<file path="src/rtl/t02_writeback_arbiter.sv">
// Writeback arbiter: merges ALU results and in-order load returns onto a
// single register-file write port. A scoreboard tracks registers with a load
// in flight. A one-entry hold buffer catches an ALU result that loses the port
// to a load return.
// Optional feature: define T02_WB_BYPASS_EN to forward the write port onto the
// operand read outputs.
module t02_writeback_arbiter #(
  parameter int LDQ_DEPTH = 4
) (
  input  logic        clk,
  input  logic        nRST,
  input  logic        alu_valid,
  input  logic [4:0]  alu_rd,
  input  logic [31:0] alu_data,
  output logic        alu_ready,
  input  logic        ld_issue,
  input  logic [4:0]  ld_rd,
  output logic        ld_ready,
  input  logic        mem_rvalid,
  input  logic [31:0] mem_rdata,
  input  logic [4:0]  rs1,
  input  logic [4:0]  rs2,
  input  logic [31:0] rf_rdata1,
  input  logic [31:0] rf_rdata2,
  output logic        rs1_busy,
  output logic        rs2_busy,
  output logic [31:0] rs1_data,
  output logic [31:0] rs2_data,
  output logic        reg_write,
  output logic [4:0]  write_index,
  output logic [31:0] write_data,
  output logic        err
);

  localparam int PW = $clog2(LDQ_DEPTH);
  localparam logic [PW:0] FULL_CNT = (PW+1)'(LDQ_DEPTH);

  logic [4:0]    tag_q [LDQ_DEPTH];
  logic [PW-1:0] rd_ptr;
  logic [PW-1:0] wr_ptr;
  logic [PW:0]   count;
  logic [31:0]   sb;
  logic [31:0]   sb_next;
  logic          hold_valid;
  logic [4:0]    hold_rd;
  logic [31:0]   hold_data;

  logic          full;
  logic          empty;
  logic [4:0]    head;
  logic          ld_acc;
  logic          alu_acc;
  logic          ret;
  logic          sel;
  logic [4:0]    sel_idx;
  logic [31:0]   sel_data;

  assign full      = (count == FULL_CNT);
  assign empty     = (count == '0);
  assign head      = tag_q[rd_ptr];
  assign ld_ready  = !full && ((ld_rd == 5'd0) || !sb[ld_rd]);
  assign alu_ready = !hold_valid && !sb[alu_rd];
  assign ld_acc    = ld_issue && ld_ready;
  assign alu_acc   = alu_valid && alu_ready;
  assign ret       = mem_rvalid && !empty;

  // Write-port selection: load return, then hold entry, then direct ALU write.
  always_comb begin
    sel      = 1'b0;
    sel_idx  = '0;
    sel_data = '0;
    if (ret) begin
      sel      = 1'b1;
      sel_idx  = head;
      sel_data = mem_rdata;
    end else if (hold_valid) begin
      sel      = 1'b1;
      sel_idx  = hold_rd;
      sel_data = hold_data;
    end else if (alu_acc) begin
      sel      = 1'b1;
      sel_idx  = alu_rd;
      sel_data = alu_data;
    end
    // x0 writes are consumed but never reach the register file.
    reg_write   = nRST && sel && (sel_idx != 5'd0);
    write_index = reg_write ? sel_idx : 5'd0;
    write_data  = reg_write ? sel_data : 32'd0;
  end

  // Operand outputs, optionally forwarding the write in progress.
  always_comb begin
`ifdef T02_WB_BYPASS_EN
    rs1_data = rf_rdata1;
    rs2_data = rf_rdata2;
    rs1_busy = sb[rs1];
    rs2_busy = sb[rs2];
    if (reg_write && (write_index == rs1)) begin
      rs1_data = write_data;
      rs1_busy = 1'b0;
    end
    if (reg_write && (write_index == rs2)) begin
      rs2_data = write_data;
      rs2_busy = 1'b0;
    end
`else
    rs1_data = rf_rdata1;
    rs2_data = rf_rdata2;
    rs1_busy = sb[rs1];
    rs2_busy = sb[rs2];
`endif
  end

  // Scoreboard next value: the return clears first, so a same-rd issue wins.
  always_comb begin
    sb_next = sb;
    if (ret) sb_next[head] = 1'b0;
    if (ld_acc && (ld_rd != 5'd0)) sb_next[ld_rd] = 1'b1;
    sb_next[0] = 1'b0;
  end

  // Load tag storage; contents are only meaningful under the valid count.
  always_ff @(posedge clk) begin
    if (ld_acc) tag_q[wr_ptr] <= ld_rd;
  end

  // Queue pointers, occupancy, scoreboard, hold entry and sticky error.
  always_ff @(posedge clk or negedge nRST) begin
    if (!nRST) begin
      rd_ptr     <= '0;
      wr_ptr     <= '0;
      count      <= '0;
      sb         <= '0;
      hold_valid <= 1'b0;
      hold_rd    <= '0;
      hold_data  <= '0;
      err        <= 1'b0;
    end else begin
      if (ld_acc) wr_ptr <= wr_ptr + PW'(1);
      if (ret)    rd_ptr <= rd_ptr + PW'(1);
      case ({ld_acc, ret})
        2'b10:   count <= count + (PW+1)'(1);
        2'b01:   count <= count - (PW+1)'(1);
        default: count <= count;
      endcase
      sb <= sb_next;
      if (alu_acc && ret) begin
        hold_valid <= 1'b1;
        hold_rd    <= alu_rd;
        hold_data  <= alu_data;
      end else if (hold_valid && !ret) begin
        hold_valid <= 1'b0;
      end
      if (mem_rvalid && empty) err <= 1'b1;
    end
  end

endmodule

</file>
<file path="config.mk">
export PLATFORM = sky130hd
export DESIGN_NAME = t02_writeback_arbiter
export DESIGN_NICKNAME = d
export VERILOG_FILES = /design/src/rtl/t02_writeback_arbiter.sv
export SDC_FILE = /design/constraint.sdc
export NUM_CORES = 1
export LEC_CHECK = 0
export CELL_PAD_IN_SITES_DETAIL_PLACEMENT = 1
export CELL_PAD_IN_SITES_GLOBAL_PLACEMENT = 2
export CORE_MARGIN = 2
export CORE_UTILIZATION = 23
export CTS_BUF_LIST = sky130_fd_sc_hd__clkbuf_4 sky130_fd_sc_hd__clkbuf_8 sky130_fd_sc_hd__clkbuf_16
export DETAILED_ROUTE_END_ITERATION = 7
export PLACE_DENSITY_LB_ADDON = 0.2
export SKIP_LAST_GASP = 1
export SYNTH_ARGS = -nofsm -noshare
export SYNTH_HDL_FRONTEND = slang
export SYNTH_SLANG_ARGS = --single-unit
</file>
<file path="constraint.sdc">
create_clock -name clk -period 3.4 [get_ports clk]
set_input_delay 0.68 -clock clk [delete_from_list [all_inputs] [get_ports clk]]
set_output_delay 0.68 -clock clk [all_outputs]
set_load 0.01 [all_outputs]
</file>
# == Word-level counts from Yosys, hierarchy flattened ==
# Memory sizes are Yosys's and may differ from the RTL's.
# Cells that the tools add are included.
# word_totals
register_bits,77
latchBits,0
ram_bits,20
rom_bits,0
in_bits,153
memories,1
# op_classes
addsub,4
multipliers,0
div,0
order_cmp,7
n_eq_ne,3
n_shift,0
muxes,30
bitwise_logic,3
n_reduce_logical,26
# memory_table
memory,words,word_bits,read_ports,rd_clocked_by_memory_dff,write_ports,line,source
tag_q,4,5,1,0,1,38,logic [4:0] tag_q [LDQ_DEPTH];
# op_table
operator,count
32-bit 2-to-1 mux,6
32-bit AND,1
32-bit NOT,1
32-bit bitwise OR,1
5-bit by 6-bit < comparator with 1-bit output (second input constant),5
1-bit binary-select mux with 5-bit select,4
5-bit 2-to-1 mux,4
1-bit logical AND,13
1-bit 2-to-1 mux,13
1-bit demux with 5-bit select,2
5-bit by 1-bit >= comparator with 1-bit output (second input constant),2
5-bit nonzero test,2
1-bit zero test,6
3-bit case mux with 2 select lines,1
5-bit zero test,1
2-bit by 1-bit adder with 2-bit output (second input constant),2
2-bit nonzero test,2
3-bit by 1-bit adder with 3-bit output (second input constant),1
3-bit equality test (second input constant),1
3-bit zero test,1
3-bit by 1-bit subtractor with 3-bit output (second input constant),1
2-bit by 1-bit equality test with 1-bit output (second input constant),1
2-bit equality test (second input constant),1
1-bit logical OR,1

# == Logic depth before layout (Yosys ltp) ==
# Gate-level depths: netlist of the first run.
# logic_depth
word_depth,11
depth_mapped,14

# == Worst setup path before layout of the first run ==
# Ideal clock, no wire load.
# synth_timing
kind,input -> output
startpoint,input port alu_rd[2]
endpoint,output port write_data[10]
arrival_ps,2839
required_time_ps,2720
path_slack_ps,-119
stages,9
n_path_buf,2
path_cell_list,buf_2 -> mux4_2 -> or2_1 -> a31oi_1 -> a22oi_4 -> o2111ai_1 -> a211oi_4 -> buf_6 -> nor3_1
# synth_via
elab_chain_cells,11
word_cells_on_any_way,18
classes_between,mux (12); reduce/logical (6)
# synth_lines
item,line,source
from (decl),13,"input logic [4:0] alu_rd,"
1-bit binary-select mux with 5-bit select,62,assign alu_ready = !hold_valid && !sb[alu_rd];
1-bit 2-to-1 mux (not written as such),62,
1-bit zero test,62,
1-bit logical AND,62,
1-bit logical AND,64,assign alu_acc = alu_valid && alu_ready;
5-bit 2-to-1 mux or 1-bit 2-to-1 mux (tied branches),80,end else if (alu_acc) begin
5-bit 2-to-1 mux or 1-bit 2-to-1 mux (tied branches),76,end else if (hold_valid) begin
5-bit 2-to-1 mux or 1-bit 2-to-1 mux (tied branches),72,if (ret) begin
5-bit nonzero test or 1-bit logical AND (tied branches),86,reg_write = nRST && sel && (sel_idx != 5'd0);
1-bit logical AND,86,
32-bit 2-to-1 mux (*),88,write_data = reg_write ? sel_data : 32'd0;
to (decl),31,"output logic [31:0] write_data,"
# Every way passes the cells marked *; elsewhere a longest branch is shown, timed or not. The select of a mux whose other input is x is not followed.

# == Worst setup path after layout of the first run ==
# layout_timing
startpoint,input port alu_rd[1]
endpoint,output port write_data[19]
# Same word-level chain as after synthesis.

==> results.txt, run 1 <==
- Fin Setup TNS: -12,160 ps
- Worst Max-Slew Pin Slew: 1040 ps
* Share of async-settable or async-resettable flops after synthesis: 79.4%
- DPL Wire Length: 18.3 mm
- First drt pass iteration count: 4
- The mapped netlist covers 6540 um^2.
- Run status: complete, but fails checks
* Number of buffers added by the clock tree synthesis step: 9
- Number of top-level pins: 260
* Clock latency at the later pin of the worst-skew pair: 360 ps
- For this design the static power due to leakage is 3.86 nW.
* H-tree Lvls: 3
- In this run the critical register-to-register path is captured at count[2]$_DFFE_PN0P_.
* Final Max Slew Viols: 0
- Routed length per instance: 20.2 um
* Ordered cell list for the critical path: buf_6 -> buf_12 -> mux2i_2 -> mux4_2 -> a22o_4 -> a22oi_4 -> o2111ai_4 -> a211oi_4 -> buf_4 -> buf_8 -> buf_16 -> nor3_4 -> buf_2
- Number of DRC violations after detailed routing: 0
- FMAX: 265 MHz
- Post-synthesis to final-layout area growth: 41.8%
* Hold violation count in the final report: 0
* Standard-cell rows: 61
* Fraction of the yosys area taken by sequential cells: 38.7%
- Power density over the cells: 752 nW/um^2
* Failing checks: negative setup slack
- Syn avg cell area: 9.39 um^2
- In this run the tightest slew margin relative to its limit is 30.4%.
* Number of nets produced by synthesis: 855
- Worst setup startpoint: alu_rd[1]
- The critical path is of the input pin to output port type.
- The slowest stage of the critical path belongs to the cell mux4_2.
* Number of nets still failing antenna checks after routing: 0
* Most used flip-flop cell after synthesis: dfrtp_1
* Input/output buffers: 131
* Final standard cell count with taps included and fillers excluded: 1,228
- During synthesis, Yosys emitted a total of 0 warnings.
- Vias in the first global route: 6,679
- Clock skew on the completed layout was measured at 13.9 ps.
- Wire length of the first global-routing pass: 39.1 mm
- Startpoint class of the critical path: input pin
- Die Ht: 173 um
- The tool flagged a number of max-cap violations equal to 0.
* Largest stage delay, worst path: 490 ps
- The number of antenna diodes in the final layout is 0.
* Number of enable-type register cells in the synthesized netlist: 20
* Initial core utilization: 23.5%
- Setup repair after global routing could not meet its margin everywhere.
- Reg2Reg Launch Point: sb[14]$_DFF_PN0_
- Worst-case setup margin in the final layout: -368 ps
- The tightest min-delay check is of the register to register type.
* Fin crit share: 111%
* Multi-input combinational cell area: 3450 um^2
- Core Area: 27,900 um^2
* Number of vias in the routed layout: 6,057
- Worst hold slack across all endpoints: 475 ps
- The net count of the finished layout is 1,004.
- VDD sags by at most 0.249 mV.
- Fill cells in the final layout number 3,117.
- The number of different library cells used by synthesis comes to 51.
- Setup violations remaining at the end of the flow were counted as 38.
- In this run the worst path has a maximum fanout of 6.
- The worst path in the final design needs a cycle of 3770 ps, including I/O delays and setup.
* Final wirelength: 24.8 mm
* Remaining global-route overflow: 0
- Data arrival, critical path: 3090 ps
- Clock root buffer: clkbuf_16
- Synthesis produced a netlist whose cell count is 696.
* Register bit total from synthesis: 97
- Vias per cell: 4.93
- Clock Sink Count: 97
* Pin count of the biggest net entering global routing: 78
- Cells with a size suffix above 1 make up 32.9% of the layout.
* Reg2reg setup slack: 210 ps
- The initial antenna violation count came to 0.
- CP endpoint kind: output port
- In this run, placement finished with an instance count of 1,189.
- At the end of routability-driven placement, the weighted congestion stood at 0.799.
- The first routing iteration left 260 violations.
- Capturing instance or port of the critical path: write_data[19]
* Worst Path Required: 2720 ps
* Horizontal die dimension: 173 um
* Maximum clock insertion buffer count: 2
- Clock tree from TritonCTS: built
- The sequential cells in the finished layout cover a total of 2530 um^2.
- Die Outline Area: 29,800 um^2
- For the worst flop-to-flop path, the logic depth is 15.
- Aggregate global-route resource usage: 16.6%
* Clock edge transition at the registers on the reported setup and hold paths: 80 ps
layout by cell type, fill, tap and decap left out, types with 3 or more instances in the layout:
master and count:
o21ai_0 120, buf_4 99, clkdlybuf4s50_1 79, dfrtp_1 77
nand2_1 54, inv_1 44, a21oi_1 39, buf_2 35
mux4_2 34, o31ai_1 31, nor3_2 22, edfxtp_1 20
nor2_1 17, o21ai_1 15, buf_12 11, clkbuf_16 10
nor3_1 9, mux2_2 8, dlygate4sd2_1 8, nor2b_1 7
mux2i_1 7, buf_6 7, nand3b_1 6, nand3_1 6
nand2b_1 4, or3_1 4, and3_1 4, xnor2_1 4
ha_1 4, buf_16 4, inv_2 3, or2_2 3
inv_6 3, clkdlybuf4s15_2 3, buf_8 3
cells by family after synthesis:
group           synth area share [%]
compound gates                  20.3
xor+xnor                       0.804
fa+ha+maj                       1.26
buf+inv                         13.6
flops                           38.7
mux                             14.6
simple gates                    10.7
how the worst min path moves through the flow:
stage | end | startpoint | cells past startpoint
floorplan | count[0]$_DFFE_PN0P_ | nRST | 0
global placement | err$_DFFE_PN0P_ | err$_DFFE_PN0P_ | 1
detailed placement | err$_DFFE_PN0P_ | err$_DFFE_PN0P_ | 1
CTS | err$_DFFE_PN0P_ | err$_DFFE_PN0P_ | 1
global route | err$_DFFE_PN0P_ | err$_DFFE_PN0P_ | 1
finish | err$_DFFE_PN0P_ | err$_DFFE_PN0P_ | 1
worst max-delay path, delay by kind of cell:
family | cells | cell delay, ps
buffers and inverters | 6 | 810
muxes | 2 | 650
AOI/OAI and AO/OA | 4 | 900
and+or+nand+nor | 1 | 40
final cells by class:
cell class              instances  area share [%]
inverters                      46            1.86
repair buffers                253            25.3
clock inverters                 7           0.823
multi-input cells             438            37.2
flip-flops and latches         97            27.3
clock buffers                   9            2.43
well taps                     378            5.10
registers in the layout, summed over array words and instances (netlist names):
name	count
hold_data	32
tag_q	20
sb	31
hold_rd	5
wr_ptr	2
count	3
hold_valid	1
rd_ptr	2
err	1
synth_stat cells (2+ instances only):
library cell  instances  area share (%)
a21oi_1              41             3.1
a221oi_1              2            0.27
a31oi_1               2            0.19
a41oi_1               2            0.27
and3_1                4            0.38
buf_1                 4            0.23
buf_2                14             1.1
buf_4                64             7.3
buf_6                 4            0.69
clkbuf_1             29             1.7
dfrtp_1              77              29
edfxtp_1             20             9.2
ha_1                  5            0.96
inv_1                46             2.6
mux2_2                8             1.4
mux2i_1              10             1.5
mux4_2               34              12
nand2_1              55             3.2
nand2b_1              4            0.38
nand3_1               6            0.46
nand3b_1              6            0.69
nor2_1               17            0.98
nor2b_1               7            0.67
nor3_1               33             2.5
o21ai_0             128             9.8
o21ai_1               8            0.61
o31ai_1              32             3.7
or2_1                 2            0.19
or2_2                 2            0.19
or3_1                 4            0.38
or3b_2                2            0.27
xnor2_1               4            0.54
xor2_1                2            0.27
layer usage:
metal | wire length, um | vias to the layer above | global-route usage [%]
li1 | - | 2737 | -
met2 | 11800 | 210 | 27.1
met3 | 1290 | 66 | 3.19
met1 | 10900 | 3044 | 21.8
met4 | 798 | 0 | 6.62
met5 | 0 | - | 0
metrics by stage:
step | worst slack, ps | area [um^2] | util, % | total power (W)
global placement | -1240 | 8530 | 30.6 | 0.00545
detailed placement | -1250 | 8530 | 30.6 | 0.00558
CTS | -362 | 9160 | 32.9 | 0.00692
finish | -368 | 9270 | 33.3 | 0.00697
global route | -434 | 9270 | 33.3 | 0.00746
floorplan | -33.2 | 6580 | - | 0.00392
timing repair:
| item | 4_1_cts | 5_1_grt |
|---|---|---|
| setup endpoints to repair | 52 | 42 |
| hold buffers | 0 | 0 |
| gates resized for setup | 239 | 14 |
| pin swaps | 16 | 9 |
| cloned | 5 | 1 |
| hold endpoints to repair | 0 | 0 |
| setup buffers | 15 | 3 |
power breakdown:
part / switching (W) / internal (W)
Combinational: 0.00200 / 0.00187
Clock: 0.000494 / 0.000578
Sequential: 0.000351 / 0.00167
Power figures use the tool's default switching activity.
==> run 2, diff against run 1 <==
Settings changed: CORE_UTILIZATION 23 to 25.
Clock period 3.4 ns to 4.2 ns, I/O delays scaled along.
==> run 2 against run 1 <==
  * Combinational power down 37%
  * Routed wire length down 7.0%
  * Die area down 7.8%
  * The run now ends clean
  * Cell area down 10%
  * Clock-buffer cell count up 2
  * Clock skew down 3.3 ps
  * Non-clock buffer count down 62
==> results.txt, run 2 (synthesis results as in run 1) <==
- The clock-pin slew on the worst setup and hold paths was 70 ps (about the same).
* Hold violation count in the final report: 0 (unchanged)
- The data arrival at the endpoint of the critical path came to 3330 ps (+240 ps).
* Most common cell after layout, fill and taps aside: o21ai_0
* Post-route design area: 8330 um^2 (-10%)
- The leakage power of the design was 3.43 nW (-11%).
- Final standard cell count with taps included and fillers excluded: 1,123 (-8.6%)
- Routed length per instance: 20.6 um (+1.7%)
- The worst register-to-register path begins at sb[15]$_DFF_PN0_.
* Final setup violating endpoints: 0 (-100%)
- Setup repair after global routing missed its margin: true
* First drt pass iteration count: 4 (unchanged)
- Worst clock skew on the final layout: 10.6 ps (-3.28 ps)
- Highest net fanout along the worst path: 12 (+6)
- The maximum level of the CTS H-tree came to 3 (unchanged).
* Number of nets still failing antenna checks after routing: 0 (unchanged)
- The setup slack after layout came to 25.8 ps (+393 ps).
* Hold buffer count at cts: 0 (unchanged)
* Worst Max-Slew Pin Slew: 666 ps (-377 ps)
- Aggregate global-route resource usage: 16.9% (+0.23 points)
- TritonCTS built the clock tree.
* Capture instance of the worst register-to-register path: count[2]$_DFFE_PN0P_
* Worst reg2reg path depth: 13 (-2)
- The overall die width came to 166 um (-4.0%).
- For the finished layout, the period the worst path requires is 4170 ps.
- The max-slew headroom at the worst pin was 55.6% (+25 points).
- The root buffer cell chosen for the clock tree is clkbuf_16.
* Final Wtd Congestion: 0.827 (+3.5%)
* Initial core utilization: 25.3% (+1.8 points)
* Wire length of the first global-routing pass: 36.6 mm (-6.4%)
- The number of filler instances in the final layout was 2,998 (-3.8%).
- The number of placed cells counting well taps came to 1,101 (-7.4%).
- The number of design-rule violations left by the first detailed-router iteration was 269 (+3.5%).
- The total power per unit cell area is 609 nW/um^2 (-19%).
* Vias in the first global route: 6,259 (-6.3%)
- Number of DRC violations after detailed routing: 0 (unchanged)
* Reg2reg setup slack: 1060 ps (+850 ps)
- WS Path Type: input pin to output port
* Vias per cell: 5.04 (+2.1%)
- The HPWL after detailed placement is 17.1 mm (-6.5%).
* Pin count of the biggest net entering global routing: 65 (-17%)
- Initial antenna violation count: 1 (+1)
* Final wirelength: 23.1 mm (-7.0%)
* Maximum clock insertion buffer count: 2 (unchanged)
- The area growth from synthesis to layout is 27.5%.
- Commonest cells after routing, fill and taps aside: o21ai_0 (114), clkdlybuf4s50_1 (87), dfrtp_1 (77), nand2_1 (54), buf_4 (50)
* Remaining global-route overflow: 0 (unchanged)
* Clock latency at the later pin of the worst-skew pair: 360 ps (about the same)
* Worst IR Drop VDD: 0.272 mV (+9.0%)
- Final Max Slew Viols: 0 (unchanged)
* Worst Path Required: 3360 ps (+640 ps)
- The worst setup path is launched from an input pin.
- Fin crit share: 99.4%
- Flip-flop count of the largest register after layout: 32 (unchanged)
* CP endpoint kind: output port
* Total number of nets in the final design: 942 (-6.2%)
- The number of clock buffers inserted by TritonCTS came to 9 (unchanged).
- Registers with the most flip-flops: hold_data (32), sb (31), tag_q (20)
- The total cell area at the placement stage is 8040 um^2 (-5.7%).
- The die footprint is 27,500 um^2 (-7.8%).
- Number of vias in the routed layout: 5,658 (-6.6%)
- Number of top-level pins: 260 (unchanged)
- Core Area: 25,800 um^2 (-7.3%)
- The vertical die dimension is 166 um (-4.0%).
- Layout cells sized above 1: 22.4% (-11 points)
- Max-capacitance violation count: 0 (unchanged)
- The TritonCTS sink count is 97 (unchanged).
- Standard-cell rows: 59 (-3.3%)
* Place WS: -651 ps (+598 ps)
* Path category of the worst min-delay check: input pin to async pin
- The run finished with clean final reports.
- Ranked by flip-flop count, first place goes to hold_data.
- For this run, the top clock speed supported by timing is 240 MHz.
* Input/output buffers: 131 (unchanged)
## run 2: what timing repair did
item,CTS,global route
endpoints found under the setup margin,40,34
gates cloned,2,0
setup buffers,6,1
pin swaps,5,5
gates resized for setup,135,36
## run 2: power breakdown
group / switching [W] / leakage [nW] / total (W) / internal, W
registers: 0.000426 / 1.14 / 0.00178 / 0.00135
clock network: 0.000371 / 0.150 / 0.000855 / 0.000484
logic: 0.00131 / 2.15 / 0.00244 / 0.00113
total: 0.00211 / 3.43 / 0.00508 / 0.00297
## run 2: worst max path at each step
stage,from,endpoint,slack (ps)
global route,alu_rd[1],write_data[10],-50
global placement,alu_rd[1],write_data[7],-580
detailed placement,alu_rd[0],write_data[28],-650
CTS,alu_rd[1],write_data[28],-50
finish,alu_rd[1],write_data[15],30
floorplan,alu_rd[2],write_data[10],360
## run 2: metrics by stage
step / setup TNS (ps) / hold WS [ps] / utilization (%) / power, W
after global routing: -306 / 449 / 32.2 / 0.00544
after detailed placement: -23070 / 452 / 31.1 / 0.00424
final: 0 / 426 / 32.3 / 0.00508
after floorplan: 0 / 450 / - / 0.00315
after global placement: -20360 / 449 / 31.1 / 0.00415
after CTS: -58.2 / 438 / 32.6 / 0.00515
## run 2: critical path, stage by stage
cell and delay [ps]:
buf_2 140, bufbuf_16 270, mux2i_1 110, mux4_2 500, a22o_4 260, a22oi_4 260
o2111ai_2 160, a211oi_4 210, buf_6 150, buf_12 130, nor3_1 60, clkdlybuf4s15_1 230
## run 2: per-layer routing
| layer | part of all wire (%) | GRT usage, % |
|---|---|---|
| met5 | 0 | 0 |
| met2 | 47 | 28.3 |
| met3 | 5.6 | 3.44 |
| met1 | 45 | 21.9 |
| met4 | 2.1 | 5.48 |
## run 2: layout make-up
class	count	area, um^2	share of cell area [%]
Multi-Input combinational cell	438	3200	38.3
Clock buffer	11	246	2.96
Inverter	46	173	2.07
Timing Repair Buffer	191	1720	20.6
Sequential cell	97	2530	30.3
Clock inverter	4	53.8	0.646
Tap cell	335	419	5.03
Antenna cell	1	2.50	0.0300
